[src/rtl/pipe_ctrl.sv]
// rtl/pipe_ctrl.sv - five-stage pipeline stall/flush controller
//
// Purpose: derives PC enable and per-stage-register enable/clear from
// hazard inputs, tracks multi-cycle ops (MCWAIT) and wrong-path fetch
// drain (DRAIN), and counts stalled cycles.
//
// Ports:
//   i_clk, i_rst_n                 clock, asynchronous active-low reset
//   i_ifetch_busy                  IF has no valid instruction this cycle
//   i_dmem_busy                    MEM data access not complete
//   i_load_use                     load-use hazard between ID and EX
//   i_redirect                     EX resolved a control transfer
//   i_mc_start, i_mc_done          multi-cycle op start / result ready
//   o_pc_en                        PC update enable
//   o_<stage>_en, o_<stage>_clr    stage register hold/capture/bubble
//   o_state                        RUN=0, MCWAIT=1, DRAIN=2
//   o_stall_cycles                 saturating count of pc_en=0 cycles
module pipe_ctrl #(
   parameter int CNT_W = 16
) (
   input  logic             i_clk,
   input  logic             i_rst_n,
   input  logic             i_ifetch_busy,
   input  logic             i_dmem_busy,
   input  logic             i_load_use,
   input  logic             i_redirect,
   input  logic             i_mc_start,
   input  logic             i_mc_done,
   output logic             o_pc_en,
   output logic             o_ifid_en,
   output logic             o_ifid_clr,
   output logic             o_idex_en,
   output logic             o_idex_clr,
   output logic             o_exmem_en,
   output logic             o_exmem_clr,
   output logic             o_memwb_en,
   output logic             o_memwb_clr,
   output logic [1:0]       o_state,
   output logic [CNT_W-1:0] o_stall_cycles
);

   typedef enum logic [1:0] {
      RUN    = 2'd0,
      MCWAIT = 2'd1,
      DRAIN  = 2'd2,
      RSVD   = 2'd3
   } state_t;

   state_t           r_state;
   state_t           w_next;
   logic [CNT_W-1:0] r_stall;
   logic             w_run;
   logic             w_mc_hold;

   // The unused encoding behaves exactly like RUN.
   assign w_run     = (r_state == RUN) || (r_state == RSVD);
   assign w_mc_hold = ((r_state == MCWAIT) && !i_mc_done) || (w_run && i_mc_start);

   always_comb begin
      o_pc_en     = 1'b0;
      o_ifid_en   = 1'b0;
      o_ifid_clr  = 1'b0;
      o_idex_en   = 1'b0;
      o_idex_clr  = 1'b0;
      o_exmem_en  = 1'b0;
      o_exmem_clr = 1'b0;
      o_memwb_en  = 1'b0;
      o_memwb_clr = 1'b0;
      w_next      = w_run ? RUN : r_state;

      if (i_rst_n) begin
         // Start from "everything captures" and knock out per hazard.
         o_pc_en    = 1'b1;
         o_ifid_en  = 1'b1;
         o_idex_en  = 1'b1;
         o_exmem_en = 1'b1;
         o_memwb_en = 1'b1;

         if (i_dmem_busy) begin
            // Freeze the front; bubble WB so the retiring op is not committed twice.
            o_pc_en     = 1'b0;
            o_ifid_en   = 1'b0;
            o_idex_en   = 1'b0;
            o_exmem_en  = 1'b0;
            o_memwb_clr = 1'b1;
         end else if (w_mc_hold) begin
            o_pc_en     = 1'b0;
            o_ifid_en   = 1'b0;
            o_idex_en   = 1'b0;
            o_exmem_clr = 1'b1;
         end else if (w_run && i_redirect) begin
            o_ifid_clr = 1'b1;
            o_idex_clr = 1'b1;
         end else if (r_state == DRAIN) begin
            o_pc_en    = 1'b0;
            o_ifid_clr = 1'b1;
         end else if (i_load_use) begin
            o_pc_en    = 1'b0;
            o_ifid_en  = 1'b0;
            o_idex_clr = 1'b1;
         end else if (i_ifetch_busy) begin
            o_pc_en    = 1'b0;
            o_ifid_clr = 1'b1;
         end

         // A busy data memory holds every transition until it completes.
         if (!i_dmem_busy) begin
            if (w_run) begin
               if (i_mc_start)
                  w_next = MCWAIT;
               else if (i_redirect && i_ifetch_busy)
                  w_next = DRAIN;
            end else if (r_state == MCWAIT) begin
               if (i_mc_done)
                  w_next = RUN;
            end else if (r_state == DRAIN) begin
               if (!i_ifetch_busy)
                  w_next = RUN;
            end
         end
      end
   end

   always_ff @(posedge i_clk or negedge i_rst_n) begin
      if (!i_rst_n) begin
         r_state <= RUN;
         r_stall <= '0;
      end else begin
         r_state <= w_next;
         if (!o_pc_en && (r_stall != {CNT_W{1'b1}}))
            r_stall <= r_stall + {{(CNT_W-1){1'b0}}, 1'b1};
      end
   end

   assign o_state        = r_state;
   assign o_stall_cycles = r_stall;

endmodule

[config.mk]
export PLATFORM = sky130hd
export DESIGN_NAME = pipe_ctrl
export DESIGN_NICKNAME = d
export VERILOG_FILES = /design/src/rtl/pipe_ctrl.sv
export SDC_FILE = /design/constraint.sdc
export NUM_CORES = 1
export LEC_CHECK = 0
export BUFFER_PORTS_ARGS = -buffer_cell sky130_fd_sc_hd__buf_2
export CELL_PAD_IN_SITES_DETAIL_PLACEMENT = 1
export CELL_PAD_IN_SITES_GLOBAL_PLACEMENT = 1
export CORE_ASPECT_RATIO = 0.8
export CORE_MARGIN = 2
export CORE_UTILIZATION = 37
export CTS_CLUSTER_SIZE = 10
export DETAILED_ROUTE_END_ITERATION = 16
export PLACE_DENSITY = 0.87
export SLEW_MARGIN = 20
export SYNTH_ARGS = -nofsm -noshare
export SYNTH_HDL_FRONTEND = slang
export SYNTH_SLANG_ARGS = --single-unit
[constraint.sdc]
create_clock -name i_clk -period 2.3 [get_ports i_clk]
set_input_delay 0.46 -clock i_clk [delete_from_list [all_inputs] [get_ports i_clk]]
set_output_delay 0.46 -clock i_clk [all_outputs]
set_load 0.05 [all_outputs]
Word level (Yosys, flattened, before mapping)
Index checks and enable logic that the tools add are counted.

storage, ports and cells
  bits in registers = 18
  logic and storage cells = 64

cells by class
  add/sub/neg operators = 1
  equal/unequal tests = 4
  multiplexer cells = 47
  reduce and logical (&&, ||, !) cells = 10

operators by type and width
  kind                     number
  $mux W1                  37
  $mux W2                  10
  $add A16 B1 Y16 const B  1
  $ne A16 B16 Y1 const B   1
  $logic_and A1 B1 Y1      5
  $eq A2 B2 Y1 const B     2
  $eq A2 B1 Y1 const B     1
  $logic_not A1 Y1         2
  $logic_not A2 Y1         1
  $logic_or A1 B1 Y1       2

Depth between registers and ports, before layout
Gate-level depths: netlist of run 1.

  depth in word-level cells = 9
  gate-level depth with buffers = 8
  gate-level depth less buffers = 6

Worst setup path after synthesis of run 1
No wires, ideal clock.

  path type = register to output
  start point = register r_state[0], in the netlist o_state[0]
  end point = output o_ifid_clr
  arrival time = 2.818 ns
  data required time = 1.840 ns
  setup slack = -0.978 ns
  cell stages (with the launch flop) = 8
  buffers on the path = 1
  path through = dfrtp_1 -> inv_1 -> ha_1 -> and2_4 -> buf_6 -> nor2_1 -> a21oi_1 -> o31a_1

on the way
  longest elaborated chain between the ends = 7
  elaborated cells between the ends (all ways) = 14
  those cells by class = eq/ne: 3; mux: 5; reduce/logical: 6

RTL lines
  what                                                     RTL line  RTL
  start: declaration                                       49        state_t r_state;
  start signal: assignment                                 129       r_state <= w_next;
  $eq A2 B2 Y1 / $logic_not A2 Y1 (equally long branches)  56        assign w_run = (r_state == RUN) || (r_state == RSVD);
  $logic_or A1 B1 Y1                                       56
  $logic_and A1 B1 Y1 (on tied branches)                   91, 57
  $mux W1 / $logic_or A1 B1 Y1 (equally long branches)     91, 57
  $mux W1 *                                                86        end else if (w_mc_hold) begin
  $mux W1 *                                                79        if (i_dmem_busy) begin
  $mux W1 *                                                71        if (i_rst_n) begin
  end: declaration                                         31        output logic o_ifid_clr,

Mark *: on every way between the ends. The rest lies on a longest branch, timed or not.

Final worst setup path of run 1
  start point = register r_state[1], in the netlist o_state[1]
  end point = output o_idex_clr

on the way
  longest elaborated chain between the ends = 7
  elaborated cells between the ends (all ways) = 14
  those cells by class = eq/ne: 3; mux: 5; reduce/logical: 6

RTL lines
  what                                                     RTL line  RTL
  $eq A2 B2 Y1 / $logic_not A2 Y1 (equally long branches)  56
  $logic_or A1 B1 Y1                                       56
  $logic_and A1 B1 Y1 (on tied branches)                   91, 57
  $mux W1 / $logic_or A1 B1 Y1 (equally long branches)     91, 57
  $mux W1 *                                                86
  $mux W1 *                                                79
  $mux W1 *                                                71
  end: declaration                                         33        output logic o_idex_clr,

Marks and branches as above.

==> results of run 1 <==
-- layout by cell type (no fill, tap or decap), types with 2 or more instances in the layout --
cell and count:
and3_1 2, buf_2 31, buf_4 6, clkbuf_4 4
clkinvlp_4 2, dfrtp_1 16, dfrtp_2 2, ha_1 3
nand2_1 8, nand3_1 3, nand4_1 5, nor2_1 2
nor2b_1 3, nor3_1 5, nor3b_1 2, nor4_1 5
nor4_2 2, o21ai_0 2, o31ai_1 2, xor2_1 14
-- Yosys cell counts (all sizes together) (2+ instances only) --
cell / n / area, sq um
dfrtp: 18 / 450
and3: 2 / 12.5
nand3: 4 / 20.0
ha: 5 / 62.6
xor2: 14 / 123
inv: 4 / 15.0
a21oi: 2 / 10.0
buf: 4 / 35.0
nor2b: 3 / 18.8
nor2: 3 / 11.3
nor3b: 2 / 15.0
nand2b: 2 / 12.5
nor3: 5 / 25.0
nand4: 5 / 31.3
nor4: 7 / 56.3
and2: 2 / 15.0
nand2: 9 / 33.8
o31ai: 2 / 15.0
o21ai: 2 / 10.0
-- cell type report --
| cell class | count | area (sq um) | area share |
|---|---|---|---|
| clock buffer | 4 | 36.3 | 0.0255 |
| inverter | 4 | 22.5 | 0.0158 |
| multi-input combinational | 81 | 644 | 0.453 |
| sequential | 18 | 453 | 0.318 |
| tap | 38 | 47.5 | 0.0334 |
| timing repair buffer | 39 | 219 | 0.154 |
-- flip-flops by register name, summed over array words and instances, names as in the netlist --
name / cells
o_state: 2
o_stall_cycles: 16
-- critical path, stage by stage, from the launching register on --
cell and delay (ps):
dfrtp_2 460, inv_1 90, ha_2 270, nand2b_4 90
nand3_4 120, clkinvlp_4 90, o21a_2 110, clkbuf_4 210
-- per-layer routing --
layer | up-vias | wire [microns] | track usage
met1 | 457 | 1380 | 0.234
li1 | 461 | - | -
met4 | 0 | 17 | 0.0426
met3 | 5 | 158 | 0.0559
met5 | - | 0 | 0
met2 | 30 | 1520 | 0.356
-- power breakdown --
group | internal, mW | leakage (nW) | switching, mW
clock network | 0.0969 | 0.0210 | 0.114
registers | 0.451 | 0.204 | 0.184
logic | 0.389 | 0.397 | 0.925
-- stage by stage --
stage	power (mW)	utilization	setup TNS (ps)	worst slack, ps
2_1_floorplan	1.61	-	0	3.85
3_3_place_gp	1.85	0.485	0	235
3_5_place_dp	1.91	0.485	0	180
4_1_cts	2.14	0.507	0	12.4
5_1_grt	2.28	0.514	-20.9	-18.5
6_report	2.16	0.514	0	67.9
-- timing repair --
| item | 4_1_cts | 5_1_grt |
|---|---|---|
| pin swaps | 1 | 0 |
| resized for setup | 4 | 4 |
| setup endpoints to repair | 3 | 3 |
| setup buffers | 2 | 0 |
-- cell families after synthesis --
family | synth area share
xor gates and xnor gates | 0.121
DFF | 0.416
adders and majority gates | 0.0577
buffers and inverters | 0.0462
and+or+nand+nor | 0.267
AOI/OAI and AO/OA | 0.0820
muxes | 0.0104
-- final timing paths --
kind	start	endpoint	slack, ps	cells after the start
worst max-delay path	o_state[1]	o_idex_clr	70	7
worst min-delay path	i_rst_n	o_stall_cycles[4]	110	2
worst max register to register	o_state[1]	o_stall_cycles[1]	190	8
worst min register to register	o_stall_cycles[15]	o_stall_cycles[15]	500	1
max in group asynchronous	i_rst_n	o_stall_cycles[14]	1960	2
min in group i_clk	o_stall_cycles[15]	o_stall_cycles[15]	500	1
==> results.md, run 1 <==
- Final Wtd Congestion: 0.812
- Clock sink count: 18
- Fin. max-slew vios: 0
- Net count after synthesis: 120
- Worst EP required: 1840 ps
- CTS Buffer Depth: 2
- Fmax: 0.448 GHz
- Io pins: 35
- Clk_lat worst skew: 320 ps
- Die H: 52.4 microns
- Clock Tree Root: clkbuf_4
- Worst setup SP type: flop
- First-pass GRT wire length: 5020 microns
- Drt drc: 0
- Final Critical Period: 2230 ps
- DRT Pass-1 Iters: 4
- Starting DRT DRC Count: 29
- Initial Util: 0.392
- Cell count after synthesis: 107
- RSZ-0062 raised after global routing: yes
- Pwr Density: 1520 mW/mm^2
- Syn. warnings: 0
- Largest net degree at the start of global routing: 21
- Avg WL per Cell: 16.8 microns
- H-Tree Level Count: 1
- Number of synthesized register bits: 18
- GRT Residual Overflow: 0
- Cell Area, Synth: 0.00108 sq mm
- Cell Area, Placed: 0.00134 sq mm
- Remaining antenna violation count: 0
- Design Area, Final: 0.00142 sq mm
- Clock Pin Slew Worst Setup and Hold Paths: 120 ps
- Total number of vias: 953
- I/O Buffers: 34
- Hpwl dp: 2250 microns
- Die Wd: 64.5 microns
- CTS Buf Count: 3
- GRT Total Usage: 0.196
- Vias in the first global route: 1024
- Final setup violation count: 0
- Nets: 160
- Crit end category: output pin
- DP Cell Count: 178
- Fin. Hold Viols: 0
- Die area: 0.00338 sq mm
- Min Hold Slack: 107 ps
- Sequential area share after synthesis: 0.416
- Number of flops mapped to enable cells by yosys: 0
- Max Fanout on Critical Path: 5
- Leakage power total: 0.622 nW
- Mean Syn Cell Area: 10.1 sq um
- Filler cells: 327
- CTS tree: built
- Crit path arrival time: 1770 ps
- Final non-filler cell total: 184
- Max cap viols: 0
- Drt total wl: 3080 microns
- Post-synthesis async set-or-reset flop share: 1.00
- Hold Buf Count CTS: 0
- Status: finished, final reports clean
- Peak VDD IR: 0.870 mV
- Row cnt: 17
- Worst-Margin Slew: 564 ps
- Synth cell types: 35
- Type of the worst setup path: reg -> out
- Layout cell share with drive strength beyond 1: 0.432
- Fin Clk Skew: 19.5 ps
- Final Cycle Share: 0.970
- Rel. slew slack: 0.621
- CORE AREA: 0.00277 sq mm
- Vias per cell: 5.18
- Hold crit path type: in -> async
- Primary FF master, synth: dfrtp_1
- Number of antenna diodes: 0
- P&R area growth vs syn: 31.3%
- Initial antenna violation count: 0
Power figures use the tool's default switching activity.
==> inputs of run 2 (changes only) <==
==> constraint.sdc (replaced) <==
create_clock -name i_clk -period 2.3 [get_ports i_clk]
set_input_delay 0.23 -clock i_clk [delete_from_list [all_inputs] [get_ports i_clk]]
set_output_delay 0.23 -clock i_clk [all_outputs]
set_load 0.05 [all_outputs]
==> results.md, run 2 (synthesis results as in run 1) <==
- Status: finished, final reports clean (unchanged)
- CTS Buffer Depth: 2 (unchanged)
- Clk_lat worst skew: 290 ps (was 320 ps)
- Worst setup SP type: flop (unchanged)
- P&R area growth vs syn: 27.9% (was 31.3%)
- Io pins: 35 (unchanged)
- Die Wd: 64.5 microns (unchanged)
- CTS Buf Count: 3 (unchanged)
- Nets: 163 (was 160)
- Filler cells: 341 (was 327)
- Max reg flops: 16 (unchanged)
- Largest net degree at the start of global routing: 21 (unchanged)
- Crit path arrival time: 1950 ps (was 1770 ps)
- Multi-input gate area: 599 sq um (was 644 sq um)
- Clock sink count: 18 (unchanged)
- Hold path start: i_dmem_busy
- Crit end category: output pin (unchanged)
- CORE AREA: 0.00277 sq mm (unchanged)
- Most frequent cells in the layout: buf_2 (33), dfrtp_1 (16), xor2_1 (14) (was buf_2 (31), dfrtp_1 (16), xor2_1 (14))
- CTS tree: built (unchanged)
- FF-to-FF Start: o_state[0] (was o_state[1])
- Worst-Margin Slew: 411 ps (was 564 ps)
- GRT Total Usage: 0.176 (was 0.196)
- Fin. max-slew vios: 0 (unchanged)
- Row cnt: 17 (unchanged)
- Fin Clk Skew: 2.38 ps (was 19.5 ps)
- Peak VDD IR: 0.766 mV (was 0.870 mV)
- First-pass GRT wire length: 4490 microns (was 5020 microns)
- Worst EP required: 2070 ps (was 1840 ps)
- Max Fanout on Critical Path: 10 (was 5)
- Hold crit path type: in -> reg (was in -> async)
- Sequential Area: 453 sq um (unchanged)
- Fin util: 0.501 (was 0.514)
- Setup tns final: 0 ps (unchanged)
- Starting DRT DRC Count: 32 (was 29)
- Max cap viols: 0 (unchanged)
- Logic pwr share: 0.596 (was 0.608)
- Switch Pwr: 1.16 mW (was 1.22 mW)
- Pwr Density: 1480 mW/mm^2 (was 1520 mW/mm^2)
- Reg2Reg Setup Slack: 140 ps (was 190 ps)
- Type of the worst setup path: reg -> out (unchanged)
- Commonest non-fill, non-tap cell in the layout: buf_2 (unchanged)
- Hold endpoint: o_state[0]
- Register share of total power: 0.308 (was 0.294)
- I/O Buffers: 34 (unchanged)
- Hpwl dp: 2050 microns (was 2250 microns)
- Vias per cell: 5.16 (was 5.18)
- Clock Tree Root: clkbuf_4 (unchanged)
- Tot Pwr: 2.05 mW (was 2.16 mW)
- Clock Pin Slew Worst Setup and Hold Paths: 100 ps (was 120 ps)
- Fin. Hold Viols: 0 (unchanged)
- Worst R2R End: o_stall_cycles[13] (was o_stall_cycles[1])
- Final setup violation count: 0 (unchanged)
- Die area: 0.00338 sq mm (unchanged)
- H-Tree Level Count: 1 (unchanged)
- DRT Pass-1 Iters: 4 (unchanged)
- Vias in the first global route: 971 (was 1024)
- Remaining antenna violation count: 0 (unchanged)
- Initial antenna violation count: 0 (unchanged)
- Reg2Reg Depth: 7 (was 8)
- Drt drc: 0 (unchanged)
- Clock power frac: 0.096 (was 0.097)
- Final Wtd Congestion: 0.826 (was 0.812)
- Die H: 52.4 microns (unchanged)
- Rel. slew slack: 0.722 (was 0.621)
- Final Critical Period: 2180 ps (was 2230 ps)
- Number of antenna diodes: 0 (unchanged)
- GRT Residual Overflow: 0 (unchanged)
- Total number of vias: 964 (was 953)
- Fmax: 0.459 GHz (was 0.448 GHz)
- Drt total wl: 2730 microns (was 3080 microns)
- Avg WL per Cell: 14.6 microns (was 16.8 microns)
- Internal Power: 0.893 mW (was 0.936 mW)
- Switch share: 0.565 (was 0.566)
- Final Cycle Share: 0.946 (was 0.970)
- Worst Hold Depth: 3
- RSZ-0062 raised after global routing: no (was yes)
- Initial Util: 0.392 (unchanged)
- Leakage power total: 0.644 nW (was 0.622 nW)
- Layout cell share with drive strength beyond 1: 0.383 (was 0.432)
==> run 2: cell count changes in the layout (fill, tap and decap cells not counted), moves of 2 or more <==
| cell | before | now |
|---|---|---|
| clkinvlp_4 | 2 | 0 |
| inv_1 | 1 | 4 |
| ha_1 | 3 | 5 |
| buf_2 | 31 | 33 |
==> run 2: stage by stage <==
step / area (sq um) / setup WS [ps] / cells / hold WS (ps)
finish: 1390 / 124 / 187 / 304
floorplan: 1100 / 24.2 / 107 / -65.6
global route: 1390 / 14.1 / 187 / 337
global placement: 1300 / 282 / 177 / 247
detailed placement: 1300 / 224 / 177 / 233
CTS: 1340 / 12.9 / 182 / 301
==> run 2: metal layers <==
layer  up-vias  part of all wire  GRT usage
met5         -                 0          0
met4         0                 0     0.0319
met3         0             0.032     0.0452
met2        20              0.51      0.318
met1       472              0.46      0.216
li1        472                 -          -
==> run 2: worst max-delay path, stage by stage (launching register included) <==
cell and delay (ps):
dfrtp_2 410, inv_1 70, ha_1 360, and2_4 200, o2111a_2 310, buf_2 300
==> run 2: repair_timing <==
| action | 4_1_cts | 5_1_grt |
|---|---|---|
| hold buffers | 1 | 0 |
| buffers inserted | 0 | 5 |
| endpoints found under the setup margin | 0 | 3 |
| resized for setup | 0 | 2 |
| endpoints found under the hold margin | 18 | 0 |
==> run 2: worst max-delay path by stage <==
stage                         endpoint       start  cells past startpoint
global placement    o_stall_cycles[14]  o_state[0]                      6
detailed placement  o_stall_cycles[14]  o_state[0]                      6
floorplan           o_stall_cycles[13]  o_state[0]                      8
finish                         o_pc_en  o_state[0]                      5
global route                   o_pc_en  o_state[0]                      5
CTS                            o_pc_en  o_state[0]                      5
==> run 2: final cells by class <==
class / count / area share
well taps: 38 / 0.0343
clock buffers: 4 / 0.0262
repair buffers: 42 / 0.170
inverters: 4 / 0.0108
multi-input cells: 81 / 0.432
flip-flops and latches: 18 / 0.327
==> run 2: power by group through the flow <==
stage          clock network, mW  logic, mW  registers (mW)
5_1_grt                    0.224       1.31           0.660
3_5_place_dp                   0       1.20           0.633
3_3_place_gp                   0       1.17           0.618
6_report                   0.197       1.22           0.632
4_1_cts                    0.205       1.21           0.629
2_1_floorplan                  0      0.509            1.05
